==> config.mk <==
export PLATFORM = sky130hd
export DESIGN_NAME = div_unit_flat
export DESIGN_NICKNAME = d
export VERILOG_FILES = /design/src/rtl/div_unit_if.sv /design/src/rtl/div_unit.sv /design/src/flat_wrapper.sv
export SDC_FILE = /design/constraint.sdc
export NUM_CORES = 1
export LEC_CHECK = 0
export BUFFER_PORTS_ARGS = -buffer_cell sky130_fd_sc_hd__buf_4
export CAP_MARGIN = 25
export CELL_PAD_IN_SITES_DETAIL_PLACEMENT = 0
export CELL_PAD_IN_SITES_GLOBAL_PLACEMENT = 1
export CORE_MARGIN = 2
export CORE_UTILIZATION = 41
export DETAILED_ROUTE_END_ITERATION = 8
export GPL_TIMING_DRIVEN = 0
export MAX_ROUTING_LAYER = met4
export PLACE_DENSITY = 0.84
export SLEW_MARGIN = 25
export SYNTH_ARGS = -nofsm -noshare
export SYNTH_HDL_FRONTEND = slang
export SYNTH_SLANG_ARGS = --single-unit
==> constraint.sdc <==
create_clock -name clk_i -period 6.21 [get_ports clk_i]
set_input_delay 0.621 -clock clk_i [delete_from_list [all_inputs] [get_ports clk_i]]
set_output_delay 0.621 -clock clk_i [all_outputs]
set_load 0.01 [all_outputs]
==> src/rtl/div_unit_if.sv <==
// div_unit_if: request/result bundle for div_unit.
//   start_i, op_i, data1_i, data2_i : request side, driven by the master
//   data_o, busy_o, done_o, Zero_o  : result side, driven by the divider
interface div_unit_if #(
    parameter int WIDTH = 32
);
    logic             start_i;
    logic [1:0]       op_i;
    logic [WIDTH-1:0] data1_i;
    logic [WIDTH-1:0] data2_i;
    logic [WIDTH-1:0] data_o;
    logic             busy_o;
    logic             done_o;
    logic             Zero_o;

    modport master(output start_i, op_i, data1_i, data2_i, input data_o, busy_o, done_o, Zero_o);
    modport slave(input start_i, op_i, data1_i, data2_i, output data_o, busy_o, done_o, Zero_o);
endinterface

==> src/rtl/div_unit.sv <==
// div_unit: radix-2 restoring divider for DIV/DIVU/REM/REMU, one quotient bit per cycle.
//   clk_i  : clock, rising edge
//   rst_i  : asynchronous reset, active low
//   bus    : div_unit_if slave (start/op/operands in, result/busy/done/zero out)
module div_unit #(
    parameter int WIDTH = 32
) (
    input  logic       clk_i,
    input  logic       rst_i,
    div_unit_if.slave  bus
);
    typedef enum logic [1:0] {IDLE, CALC, DONE} state_t;

    state_t           state_q, state_d;
    logic [5:0]       cnt_q, cnt_d;
    logic             is_rem_q, is_rem_d;
    logic             qneg_q, qneg_d;
    logic             rneg_q, rneg_d;
    logic [WIDTH-1:0] dvs_q, dvs_d;
    logic [WIDTH-1:0] quo_q, quo_d;
    logic [WIDTH-1:0] rem_q, rem_d;
    logic [WIDTH-1:0] data_q, data_d;
    logic             zero_q, zero_d;

    logic             signed_op, a_neg, b_neg, div0, ovf;
    logic [WIDTH-1:0] a_mag, b_mag, byp_res;
    logic [WIDTH:0]   rem_sh;
    logic             ge;
    logic [WIDTH-1:0] rem_nx, quo_nx, calc_res;

    always_comb begin
        signed_op = ~bus.op_i[0];
        a_neg     = signed_op & bus.data1_i[WIDTH-1];
        b_neg     = signed_op & bus.data2_i[WIDTH-1];
        a_mag     = a_neg ? -bus.data1_i : bus.data1_i;
        b_mag     = b_neg ? -bus.data2_i : bus.data2_i;
        div0      = bus.data2_i == '0;
        ovf       = signed_op && bus.data1_i == {1'b1, {(WIDTH-1){1'b0}}} && bus.data2_i == '1;
        // Overflow quotient equals the dividend itself (0x80000000)
        byp_res   = div0 ? (bus.op_i[1] ? bus.data1_i : '1) : (bus.op_i[1] ? '0 : bus.data1_i);
        // Partial remainder never reaches the divisor, so only the shifted value needs the extra bit
        rem_sh    = {rem_q, quo_q[WIDTH-1]};
        ge        = rem_sh >= {1'b0, dvs_q};
        rem_nx    = ge ? rem_sh[WIDTH-1:0] - dvs_q : rem_sh[WIDTH-1:0];
        quo_nx    = {quo_q[WIDTH-2:0], ge};
        calc_res  = is_rem_q ? (rneg_q ? -rem_nx : rem_nx) : (qneg_q ? -quo_nx : quo_nx);
    end

    always_comb begin
        state_d  = state_q;
        cnt_d    = cnt_q;
        is_rem_d = is_rem_q;
        qneg_d   = qneg_q;
        rneg_d   = rneg_q;
        dvs_d    = dvs_q;
        quo_d    = quo_q;
        rem_d    = rem_q;
        data_d   = data_q;
        zero_d   = zero_q;
        if (state_q == CALC) begin
            quo_d = quo_nx;
            rem_d = rem_nx;
            cnt_d = cnt_q + 6'd1;
            if (cnt_q == 6'(WIDTH-1)) begin
                state_d = DONE;
                data_d  = calc_res;
                zero_d  = calc_res == '0;
            end
        end else begin
            state_d = IDLE;
            if (bus.start_i) begin
                is_rem_d = bus.op_i[1];
                if (div0 || ovf) begin
                    state_d = DONE;
                    data_d  = byp_res;
                    zero_d  = byp_res == '0;
                end else begin
                    state_d = CALC;
                    cnt_d   = '0;
                    rem_d   = '0;
                    quo_d   = a_mag;
                    dvs_d   = b_mag;
                    qneg_d  = a_neg ^ b_neg;
                    rneg_d  = a_neg;
                end
            end
        end
    end

    always_ff @(posedge clk_i or negedge rst_i) begin
        if (!rst_i) begin
            state_q  <= IDLE;
            cnt_q    <= '0;
            is_rem_q <= 1'b0;
            qneg_q   <= 1'b0;
            rneg_q   <= 1'b0;
            dvs_q    <= '0;
            quo_q    <= '0;
            rem_q    <= '0;
            data_q   <= '0;
            zero_q   <= 1'b1;
        end else begin
            state_q  <= state_d;
            cnt_q    <= cnt_d;
            is_rem_q <= is_rem_d;
            qneg_q   <= qneg_d;
            rneg_q   <= rneg_d;
            dvs_q    <= dvs_d;
            quo_q    <= quo_d;
            rem_q    <= rem_d;
            data_q   <= data_d;
            zero_q   <= zero_d;
        end
    end

    assign bus.data_o = data_q;
    assign bus.Zero_o = zero_q;
    assign bus.busy_o = state_q == CALC;
    assign bus.done_o = state_q == DONE;
endmodule

==> src/flat_wrapper.sv <==
// flat-port wrapper written by rule: the top's interface ports become plain ports
module div_unit_flat 
#(
    parameter int WIDTH = 32
)
  (clk_i, rst_i, bus_start_i, bus_op_i, bus_data1_i, bus_data2_i, bus_data_o, bus_busy_o, bus_done_o, bus_Zero_o);
  div_unit_if #(.WIDTH(WIDTH)) bus_i ();
  input  logic clk_i;
  input  logic rst_i;
  input wire logic [$bits(bus_i.start_i)-1:0] bus_start_i;
  input wire logic [$bits(bus_i.op_i)-1:0] bus_op_i;
  input wire logic [$bits(bus_i.data1_i)-1:0] bus_data1_i;
  input wire logic [$bits(bus_i.data2_i)-1:0] bus_data2_i;
  output wire logic [$bits(bus_i.data_o)-1:0] bus_data_o;
  output wire logic [$bits(bus_i.busy_o)-1:0] bus_busy_o;
  output wire logic [$bits(bus_i.done_o)-1:0] bus_done_o;
  output wire logic [$bits(bus_i.Zero_o)-1:0] bus_Zero_o;
  assign bus_i.start_i = bus_start_i;
  assign bus_i.op_i = bus_op_i;
  assign bus_i.data1_i = bus_data1_i;
  assign bus_i.data2_i = bus_data2_i;
  assign bus_data_o = bus_i.data_o;
  assign bus_busy_o = bus_i.busy_o;
  assign bus_done_o = bus_i.done_o;
  assign bus_Zero_o = bus_i.Zero_o;
  div_unit #(.WIDTH(WIDTH)) u_core (.clk_i(clk_i), .rst_i(rst_i), .bus(bus_i));
endmodule
=== After elaboration in Yosys (flattened, before gate mapping) ===
Cells that the tools add are included.

* Register bits after elaboration: 140
* Bits of input ports: 69

* Add/subtract/negate cells: 6
* $lt $le $gt $ge: 1
* Eq/ne operators: 7
* Multiplexer cells: 30
* Bitwise gates (word level): 6
* Reductions and logical operators: 12

{| class="wikitable"
|+ Operators by type and width
! cell !! count
|-
| 32-bit two-way mux || 19
|-
| 32-bit negator || 4
|-
| 32-bit zero test || 3
|-
| 32-bit == test (second input constant) || 2
|-
| 33-bit by 32-bit >= comparator with 1-bit output || 1
|-
| 32-bit subtractor || 1
|-
| 6-bit two-way mux || 3
|-
| 2-bit two-way mux || 4
|-
| 6-bit by 1-bit adder with 6-bit output (second input constant) || 1
|-
| 6-bit by 5-bit == test with 1-bit output (second input constant) || 1
|-
| 3-bit AND reduction || 2
|-
| 1-bit two-way mux || 4
|-
| 2-bit AND reduction || 2
|-
| 2-bit nonzero test || 2
|-
| 1-bit inverter || 3
|-
| 1-bit AND || 2
|-
| 2-bit by 1-bit == test with 1-bit output (second input constant) || 1
|-
| 2-bit == test (second input constant) || 1
|-
| 1-bit logical AND || 2
|-
| 2-bit by 1-bit inequality test with 1-bit output (second input constant) || 1
|-
| 2-bit inequality test (second input constant) || 1
|-
| 1-bit logical OR || 1
|-
| 1-bit bitwise XOR || 1
|}

=== Logic depth before layout (Yosys ltp) ===
Gate-level depths: netlist (run 1).

* Depth after elaboration: 8
* Mapped depth: 29

=== Worst setup path after synthesis (run 1) ===
OpenSTA, ideal clock, no wires.

* Kind: register to register
* Start point: register u_core.rem_q[19]
* End point: register u_core.zero_q, in the netlist u_core.bus.Zero_o
* Library setup time: 0.072 ns
* Data arrival time: 6.003 ns
* Required time: 6.138 ns
* Slack: 0.135 ns
* Stages on the path, launching flop included: 26
* Cells stage by stage: dfrtp_1 ha_1 clkbuf_1 nand4_1 nor3_1 o311a_4 or2_1 buf_2 buf_6 buf_2 buf_2 buf_1 nand2_1 o21ai_0 ha_1 nand2_1 or4_1 nor4_1 a41o_1 o21ai_1 o31ai_1 xnor2_1 a32o_1 o2111ai_1 or4b_1 o21ai_1

* Word-level cells in the longest chain between the ends: 8
* Elaborated cells on any way between the ends: 11
* Those cells by class: add/sub: 3; order compare: 1; mux: 6; reduce/logical: 1

{| class="wikitable"
|+ Ends and longest elaborated chain
! element !! RTL line !! source
|-
| from (decl) || div_unit.sv:21 || <nowiki>logic [WIDTH-1:0] rem_q, rem_d;</nowiki>
|-
| from (signal assigned) || div_unit.sv:110 || <nowiki>rem_q <= rem_d;</nowiki>
|-
| 32-bit subtractor or 33-bit by 32-bit >= comparator with 1-bit output (tied branches) || div_unit.sv:44, div_unit.sv:43 ||
|-
| 32-bit two-way mux || div_unit.sv:44 || <nowiki>rem_nx = ge ? rem_sh[WIDTH-1:0] - dvs_q : rem_sh[WIDTH-1:0];</nowiki>
|-
| 32-bit negator || div_unit.sv:46 || <nowiki>calc_res = is_rem_q ? (rneg_q ? -rem_nx : rem_nx) : (qneg_q ? -quo_nx : quo_nx);</nowiki>
|-
| 32-bit two-way mux || div_unit.sv:46 ||
|-
| 32-bit two-way mux * || div_unit.sv:46 ||
|-
| 32-bit zero test * || div_unit.sv:67 || <nowiki>zero_d = calc_res == '0;</nowiki>
|-
| 1-bit two-way mux * || div_unit.sv:64 || <nowiki>if (cnt_q == 6'(WIDTH-1)) begin</nowiki>
|-
| 1-bit two-way mux * || div_unit.sv:60 || <nowiki>if (state_q == CALC) begin</nowiki>
|-
| to (signal assigned) || div_unit.sv:112 || <nowiki>zero_q <= zero_d;</nowiki>
|-
| to (decl) || div_unit.sv:23 || <nowiki>logic zero_q, zero_d;</nowiki>
|}

Every way passes the cells marked *; elsewhere a longest branch is shown, timed or not. The select of a mux whose other input is x is not followed.
A chain may end at the register's enable or synchronous reset.

=== Final worst setup path (run 1) ===
* Start point: register u_core.rem_q[9]
* End point: register u_core.zero_q, in the netlist u_core.bus.Zero_o

The elaborated chain is that of the path after synthesis.

==> impl_metrics.toml, run 1 <==
[clock_tree]
cts_root_buffer = "clkbuf_16"
clock_sinks = 140
clk_pin_slew_ns = 0.07
numCtsBuffers = 17
clk_path_buf_depth = 2
clk_latency_ns = 0.47
cts_tree = "yes"
h-tree-depth = 4
cts_hold_buf = 0

[worst_setup_path]
rr_endpoint = "u_core.bus.Zero_o$_DFFE_PN1P_"
rr_worst_depth = 22
cp.arrival_ns = 6.42
critPathCaptureType = "flop"
r2r_start = "u_core.rem_q[9]$_DFFE_PN0P_"
criticalPathCategory = "flop to flop"
r2r_setup_slack_ns = 0.17
critPathLaunchType = "flop"
cp_max_fo = 9
crit_required_ns = 6.59

[logic_synthesis]
netlist_area_mm2 = 0.0126
netlist_top_cells_area = "dfrtp_1, nand2_1, o21ai_0"
yosysMostFrequentCell = "nand2_1"
async_reset_ff_share_pct = 100
synth-edff-count = 0
yosysWarnings = 0
syn_inst = 1699
synth_top_cell_by_area = "dfrtp_1"
synth_top_area_share_pct = 27.6
syn_nets = 1807
synthFlopType = "dfrtp_1"
synth-seq-cells = 140
ys_types = 87
avgSynthCellArea_um2 = 7.41
seq_area_frac_synth_pct = 27.8
synth_common_cells = "nand2_1, o21ai_0, nor2_1, dfrtp_1, a21oi_1"

[global_route]
grt_overflow = 0
grt_antenna_before_repair = 1
grt_pass1_wl_mm = 76.7
grt_usage_pct = 32.9
grt_pass1_vias = 12500
grt_max_degree = 79

[placement]
hpwl_mm = 40.3
routabilityCongestion = 0.944
dp_slack_ns = -1.78
portBuffers = 100

[sta]
final.setup.worst_slack_ns = 0.173
worstMarginPinSlew_ns = 0.991
hold_ws_ns = 0.111
finalCritPeriodShare_pct = 97.2
period_minus_slack_ns = 6.04
finalSetupViolations = 0
slew_viol_final = 0
hold_violations = 0
clock_skew_ns = 0.0199
slew_headroom_pct = 34.0
fmax_ghz = 0.166

[drt]
ant_nets = 0
wl_per_cell_um = 22.7
drtIter0Drc = 1697
viasPerCell = 6.09
drt_wl_total_mm = 50.4
via_count = 13600
drc = 0
first_pass_iters = 5

[finish]
nets = 1922
area_growth_syn_to_layout_pct = 17.0
drive_above_1_share_pct = 12.9

[job]
drv_cap = 0

[status]
status = "complete, no violations"

[die]
io_pins = 104
coreArea_mm2 = 0.0304
dieArea_mm2 = 0.0321
start_util_pct = 41.4
num_rows = 64
die_x_um = 179
die_y_um = 179

[hold_path]
hold_class = "input pin to asynchronous set/reset pin"
-- cells in the final DEF, fill, tap and decap left out, drive strengths merged, types with 16 or more instances in the layout --
cell type	netlist	routed
nand2	276	276
o21ai	184	184
nor2	152	152
dfrtp	139	139
buf	30	135
a21oi	112	112
clkbuf	89	98
xnor2	81	81
xor2	65	65
inv	56	60
nor3	44	44
ha	38	38
o211ai	36	36
a31oi	35	35
nand4	28	28
o22ai	28	28
nor4	26	26
o31ai	22	22
or3	19	19
nand3	18	18
mux2i	18	18
a211oi	18	18
nand2b	16	16
-- worst max path at each step --
stage | start | end
5_1_grt | u_core.rem_q[9]$_DFFE_PN0P_ | u_core.bus.Zero_o$_DFFE_PN1P_
3_5_place_dp | u_core.rem_q[18]$_DFFE_PN0P_ | u_core.bus.data_o[28]$_DFFE_PN0P_
3_3_place_gp | u_core.rem_q[2]$_DFFE_PN0P_ | u_core.bus.Zero_o$_DFFE_PN1P_
6_report | u_core.rem_q[9]$_DFFE_PN0P_ | u_core.bus.Zero_o$_DFFE_PN1P_
2_1_floorplan | u_core.rem_q[19]$_DFFE_PN0P_ | u_core.bus.Zero_o$_DFFE_PN1P_
4_1_cts | u_core.rem_q[9]$_DFFE_PN0P_ | u_core.bus.Zero_o$_DFFE_PN1P_
-- timing repair --
| action | 4_1_cts | 5_1_grt |
|---|---|---|
| resized for setup | 30 | 32 |
| buffers inserted | 3 | 3 |
| pin swaps | 3 | 7 |
| endpoints found under the setup margin | 15 | 3 |
-- metrics by stage --
step,TNS (ns),std cells,util [%],area [um2]
after detailed placement,-15.07,2197,45.7,13900
final,0,2225,48.4,14700
after floorplan,0,1699,-,12600
after CTS,0,2224,48.1,14600
after global routing,-0.0213,2224,48.4,14700
after global placement,-14.19,2195,45.5,13800
-- per-layer routing --
metal,vias up,wire (um),global-route usage (%)
li1,6356,-,-
met1,6560,23800,48.7
met2,567,21400,45.4
met3,72,4150,5.89
met4,0,1010,9.31
met5,-,0,-
-- critical path, cell delays in order (launching register included) --
cell       delay [ns]
dfrtp_1          0.45
ha_1             0.33
buf_6            0.14
a21oi_1          0.18
o21ai_1          0.14
a21o_2           0.28
o311a_4          0.47
or2_1            0.24
buf_4            0.19
inv_6            0.15
mux2i_4          0.27
ha_1             0.23
nand2_1          0.08
or4_4            0.47
nor4_4           0.43
a41o_1           0.28
o21ai_2          0.12
o31ai_2          0.24
xnor2_1          0.21
a32o_1           0.22
o2111ai_1        0.10
or4b_1           0.57
o21ai_1          0.14
-- flip-flops by register name, indices dropped and copies added, names as in the netlist --
signal,cells
u_core.bus.Zero_o,1
u_core.bus.data_o,32
u_core.cnt_q,6
u_core.dvs_q,32
u_core.is_rem_q,1
u_core.qneg_q,1
u_core.quo_q,32
u_core.rem_q,32
u_core.rneg_q,1
u_core.state_q,2
-- area by class of cell --
class / count / area (um2)
plain buffers: 107 / 495
inverters: 56 / 215
clock buffers: 18 / 429
fillers: 3109 / 15700
flip-flops and latches: 140 / 3510
diodes: 2 / 5.00
well taps: 396 / 495
clock inverters: 14 / 184
multi-input cells: 1384 / 8570
repair buffers: 108 / 836
-- cells by family after synthesis --
group	synth area share, %
AO/OA/AOI/OAI	26.4
flip-flops	27.8
adder cells (fa/ha/maj)	3.93
buffers and inverters	5.79
multiplexers	2.32
XOR/XNOR	10.2
AND/OR/NAND/NOR	23.6
Power of run 1 is not shown: default switching activity piles up to over one toggle a cycle in this logic, so the estimate is an artifact.
==> inputs of run 2 (changes only) <==
--- a/config.mk
+++ b/config.mk
@@ -10,11 +10,12 @@
 export CELL_PAD_IN_SITES_DETAIL_PLACEMENT = 0
 export CELL_PAD_IN_SITES_GLOBAL_PLACEMENT = 1
 export CORE_MARGIN = 2
-export CORE_UTILIZATION = 41
+export CORE_UTILIZATION = 45
+export CTS_CLUSTER_DIAMETER = 80
 export DETAILED_ROUTE_END_ITERATION = 8
 export GPL_TIMING_DRIVEN = 0
 export MAX_ROUTING_LAYER = met4
-export PLACE_DENSITY = 0.84
+export PLACE_DENSITY = 0.87
 export SLEW_MARGIN = 25
 export SYNTH_ARGS = -nofsm -noshare
 export SYNTH_HDL_FRONTEND = slang
==> constraint.sdc (replaced) <==
create_clock -name clk_i -period 7.72 [get_ports clk_i]
set_input_delay 0.772 -clock clk_i [delete_from_list [all_inputs] [get_ports clk_i]]
set_output_delay 0.772 -clock clk_i [all_outputs]
set_load 0.01 [all_outputs]
==> run 2 against run 1 <==
Net effect: flip-flop and latch count is the same; final area shrank 1.4%; final cell count shrank 0.67%; non-clock buffer count grew 5.
==> impl_metrics.toml, run 2 (synthesized netlist as in run 1, its figures left out) <==
[status]
status = "complete, no violations"

[sta]
clock_skew_ns = 0.0101
hold_violations = 0
slew_viol_final = 0
finalSetupViolations = 0
finalCritPeriodShare_pct = 96.3
rsz0062_at_grt = "false"
worstMarginPinSlew_ns = 1.05
period_minus_slack_ns = 7.43
slew_headroom_pct = 29.2
fmax_ghz = 0.135

[hold_path]
hold_class = "input pin to asynchronous set/reset pin"

[drt]
wl_per_cell_um = 22.5
viasPerCell = 6.23
via_count = 13800
drc = 0
drtIter0Drc = 1436
ant_nets = 0
first_pass_iters = 8
drt_wl_total_mm = 49.6

[worst_setup_path]
criticalPathCategory = "flop to flop"
r2r_start = "u_core.rem_q[2]$_DFFE_PN0P_"
cp.arrival_ns = 7.80
slowest_stage = "or4_1"
crit_start = "u_core.rem_q[2]$_DFFE_PN0P_"
critPathCaptureType = "flop"
cp_max_fo = 19
crit_required_ns = 8.09
cpPeakStageDelay_ns = 0.52
critPathLaunchType = "flop"

[finish]
final_common_cell = "nand2_1"
layout_common_cells = "nand2_1, o21ai_0, nor2_1"
utilization_pct = 52.4
area_growth_syn_to_layout_pct = 15.4
seq_area_mm2 = 0.00350
drive_above_1_share_pct = 10.6
multi_input_area_mm2 = 0.00840
diodes = 0
nets = 1927
fill_cells = 2737

[clock_tree]
clk_pin_slew_ns = 0.07
numCtsBuffers = 17
clock_sinks = 140
clk_path_buf_depth = 2
clk_latency_ns = 0.46
cts_tree = "yes"
h-tree-depth = 4
cts_root_buffer = "clkbuf_16"

[die]
die_y_um = 171
start_util_pct = 45.5
io_pins = 104
num_rows = 61
dieArea_mm2 = 0.0293
coreArea_mm2 = 0.0277
die_x_um = 171

[global_route]
grt_usage_pct = 35.2
grt_antenna_before_repair = 2
grt_max_degree = 74
grt_pass1_vias = 12700
grt_overflow = 0
grt_pass1_wl_mm = 75.3

[placement]
routabilityCongestion = 0.962
hpwl_mm = 39.2
portBuffers = 100

[job]
drv_cap = 0
run 2: worst paths after layout:
check                      cells after the start  slack (ns)                           endpoint
min in group clk_i                             1        0.49  u_core.bus.data_o[11]$_DFFE_PN0P_
setup reg to reg                              25        0.29      u_core.bus.Zero_o$_DFFE_PN1P_
setup / recovery                              25        0.29      u_core.bus.Zero_o$_DFFE_PN1P_
hold reg to reg                                1        0.49  u_core.bus.data_o[11]$_DFFE_PN0P_
max in group asynchronous                      2        6.66       u_core.quo_q[11]$_DFFE_PN0P_
hold / removal                                 1        0.29       u_core.rem_q[11]$_DFFE_PN0P_
run 2: area by class of cell:
cell class / instances / share of cell area (%)
multi-input cells: 1384 / 57.8
plain buffers: 118 / 3.56
well taps: 378 / 3.25
clock buffers: 19 / 3.05
clock inverters: 13 / 1.32
repair buffers: 102 / 5.44
inverters: 56 / 1.45
flip-flops and latches: 140 / 24.1
run 2: layer usage:
| layer | share of wire [%] | vias to the layer above | routed length, um | GRT usage, % |
|---|---|---|---|---|
| li1 | - | 6365 | - | - |
| met1 | 45 | 6646 | 22600 | 50.5 |
| met2 | 43 | 668 | 21100 | 49.3 |
| met3 | 9.7 | 81 | 4830 | 8.19 |
| met4 | 2.3 | 0 | 1150 | 10.1 |
| met5 | 0 | - | 0 | - |
run 2: worst max-delay path, delay by kind of cell, from the launching register on:
family,cells,cell delay (ns)
buf+inv,5,1.42
simple gates,9,2.59
compound gates,8,2.22
flops,1,0.45
xor+xnor,1,0.09
fa+ha+maj,2,0.55
run 2: through the flow:
| step | setup TNS (ns) | instance area, um2 | worst slack (ns) | std cells | hold slack, ns |
|---|---|---|---|---|---|
| after floorplan | 0 | 12600 | 1.65 | 1699 | 0.473 |
| after global placement | -0.572 | 13800 | -0.273 | 2177 | 0.478 |
| after detailed placement | -0.935 | 13900 | -0.434 | 2179 | 0.481 |
| after CTS | 0 | 14500 | 0.245 | 2210 | 0.305 |
| after global routing | 0 | 14500 | 0.0288 | 2210 | 0.339 |
| final | 0 | 14500 | 0.288 | 2210 | 0.293 |
run 2: timing repair:
| action | 4_1_cts | 5_1_grt |
|---|---|---|
| hold buffers | 0 | 0 |
| endpoints found under the setup margin | 3 | 3 |
| pin swaps | 0 | 0 |
| buffers inserted | 0 | 0 |
| gates resized for setup | 1 | 5 |
Power of run 2 is left out for the same reason.
==> inputs of run 3 (changes only) <==
--- a/config.mk
+++ b/config.mk
@@ -11,11 +11,14 @@
 export CELL_PAD_IN_SITES_GLOBAL_PLACEMENT = 1
 export CORE_MARGIN = 2
 export CORE_UTILIZATION = 45
+export CTS_BUF_LIST = sky130_fd_sc_hd__clkbuf_16
 export CTS_CLUSTER_DIAMETER = 80
 export DETAILED_ROUTE_END_ITERATION = 8
 export GPL_TIMING_DRIVEN = 0
 export MAX_ROUTING_LAYER = met4
 export PLACE_DENSITY = 0.87
+export REMOVE_ABC_BUFFERS = 1
+export SETUP_SLACK_MARGIN = 0.5
 export SLEW_MARGIN = 25
 export SYNTH_ARGS = -nofsm -noshare
 export SYNTH_HDL_FRONTEND = slang
==> run 3 against run 2 <==
Net effect: non-clock buffer count is 99 lower; highest routed layer unchanged; setup slack better by 0.56 ns; critical endpoint unchanged; flip-flop and latch count stayed put; critical path depth is 4 lower; final cell count is 4.4% lower; sequential share of layout area is 0.43 points higher.
==> impl_metrics.toml, run 3 (synthesized netlist as in run 1, its figures left out) <==
[status]
status = "complete, no violations"

[sta]
period_minus_slack_ns = 6.87
rsz0062_at_grt = "false"
worstMarginPinSlew_ns = 1.04
slew_viol_final = 0
final.setup.worst_slack_ns = 0.850
tns_ns = 0
fmax_ghz = 0.146
slew_headroom_pct = 30.5
hold_violations = 0
finalSetupViolations = 0
clock_skew_ns = 0.0123
finalCritPeriodShare_pct = 89.0

[finish]
diodes = 0
final_common_cell = "nand2_1"
fill_cells = 2719
drive_above_1_share_pct = 12.0
final_cells = 2112
layout_common_cells = "nand2_1, o21ai_0, nor2_1"
fin_area_mm2 = 0.0143
area_growth_syn_to_layout_pct = 13.5
nets = 1829

[global_route]
grt_pass1_wl_mm = 65.6
grt_pass1_vias = 12000
grt_antenna_before_repair = 0
grt_usage_pct = 29.1
grt_max_degree = 87
grt_overflow = 0

[power_and_ir_drop]
power_per_cell_area_mw_per_mm2 = 562
vdd_ir_drop_max_mv = 0.268
power_leakage_nw = 5.79

[worst_setup_path]
criticalPathCategory = "flop to flop"
crit_required_ns = 8.09
r2r_start = "u_core.rem_q[21]$_DFFE_PN0P_"
critPathLaunchType = "flop"
crit_buf_inv = 2
cp_max_fo = 45
slowest_stage = "ha_1"
cp.arrival_ns = 7.24
cpPeakStageDelay_ns = 0.54
r2r_setup_slack_ns = 0.85
critPathCaptureType = "flop"
rr_worst_depth = 21
rr_endpoint = "u_core.bus.Zero_o$_DFFE_PN1P_"
cpLargestDelayFamily = "simple AND/OR/NAND/NOR gates"
path_cells = "ha_1 > nand4_1 > nor4bb_2 > nand4_1 > o211ai_2 > or2_4 > buf_12 > inv_6 > mux2i_2 > ha_1 > nand2_1 > or4_1 > nor4_4 > a41o_1 > o21ai_1 > o31ai_1 > xnor2_1 > a32o_1 > o2111ai_1 > or4b_1 > o21ai_1"

[placement]
hpwl_mm = 30.2
portBuffers = 103
dp_slack_ns = 0.314
routabilityCongestion = 0.937
placed_cell_area_mm2 = 0.0137
dp.cells = 2079

[drt]
drtIter0Drc = 1389
via_count = 12800
wl_per_cell_um = 19.3
viasPerCell = 6.08
first_pass_iters = 6
drt_wl_total_mm = 40.8
drc = 0
ant_nets = 0

[job]
drv_cap = 0

[clock_tree]
cts_root_buffer = "clkbuf_16"
clk_latency_ns = 0.44
clk_pin_slew_ns = 0.07
cts_tree = "yes"
numCtsBuffers = 17
h-tree-depth = 4
clk_path_buf_depth = 2
clock_sinks = 140
post_cts_buffers = 0

[die]
dieArea_mm2 = 0.0293
die_y_um = 171
die_x_um = 171
num_rows = 61
io_pins = 104
coreArea_mm2 = 0.0277
start_util_pct = 45.5

[hold_path]
hold_class = "input pin to asynchronous set/reset pin"
## run 3: cell types whose count changed in the layout (fill, tap and decap cells not counted), sizes merged
cell / previous run / this run
buf: 130 / 121
bufinv: 4 / 2
clkbuf: 109 / 17
clkinv: 2 / 5
clkinvlp: 6 / 3
inv: 57 / 61
or2: 6 / 7
## run 3: how the worst max path moves through the flow
| stage | slack (ns) | startpoint | to | cells past startpoint |
|---|---|---|---|---|
| 6_report | 0.85 | u_core.rem_q[21]$_DFFE_PN0P_ | u_core.bus.Zero_o$_DFFE_PN1P_ | 21 |
| 5_1_grt | 0.50 | u_core.rem_q[23]$_DFFE_PN0P_ | u_core.bus.Zero_o$_DFFE_PN1P_ | 21 |
| 4_1_cts | 0.52 | u_core.rem_q[12]$_DFFE_PN0P_ | u_core.bus.Zero_o$_DFFE_PN1P_ | 21 |
| 3_5_place_dp | 0.31 | u_core.rem_q[21]$_DFFE_PN0P_ | u_core.bus.Zero_o$_DFFE_PN1P_ | 21 |
| 3_3_place_gp | -2.58 | u_core.state_q[1]$_DFFE_PN0P_ | u_core.bus.data_o[20]$_DFFE_PN0P_ | 8 |
| 2_1_floorplan | 0.88 | bus_data2_i[12] | u_core.bus.data_o[20]$_DFFE_PN0P_ | 10 |
## run 3: cell type report
cell class | instances | area (um2) | area share, %
flip-flops and latches | 140 | 3510 | 24.5
repair buffers | 121 | 1060 | 7.44
inverters | 56 | 218 | 1.52
clock inverters | 15 | 163 | 1.14
well taps | 378 | 473 | 3.31
multi-input cells | 1385 | 8440 | 59.1
clock buffers | 17 | 425 | 2.98
## run 3: per-stage QoR
step | power, mW | hold slack [ns] | util [%]
after floorplan | 5.42 | 0.473 | -
after global placement | 6.93 | 0.479 | 48.1
after detailed placement | 7.05 | 0.481 | 49.3
after CTS | 7.96 | 0.348 | 51.5
after global routing | 8.73 | 0.375 | 51.6
final | 8.03 | 0.347 | 51.6
## run 3: worst register-to-register path, stage by stage, from the launching register on
cell and delay [ns]:
dfrtp_1 0.48, ha_1 0.54, nand4_1 0.29, nor4bb_2 0.44, nand4_1 0.29, o211ai_2 0.34
or2_4 0.34, buf_12 0.25, inv_6 0.18, mux2i_2 0.33, ha_1 0.25, nand2_1 0.08
or4_1 0.52, nor4_4 0.41, a41o_1 0.24, o21ai_1 0.20, o31ai_1 0.39, xnor2_1 0.24
a32o_1 0.23, o2111ai_1 0.10, or4b_1 0.51, o21ai_1 0.14
## run 3: per-layer routing
layer / global-route usage [%] / share of wire [%] / vias up
met1: 39.0 / 46 / 6197
met4: 8.18 / 2.0 / 0
li1: - / - / 6176
met5: - / 0 / -
met3: 4.67 / 5.7 / 55
met2: 45.6 / 47 / 411
## run 3: what timing repair did
item,4_1_cts,5_1_grt
endpoints found under the setup margin,3,3
hold buffers,0,0
pin swaps,0,1
resized for setup,4,5
endpoints found under the hold margin,0,0
cloned,0,1
## run 3: report_power, final
part | switching, mW | internal (mW)
clock network | 0.372 | 0.481
logic | 3.42 | 2.15
registers | 0.483 | 1.13
No activity file was read; power rests on OpenSTA's default activity.
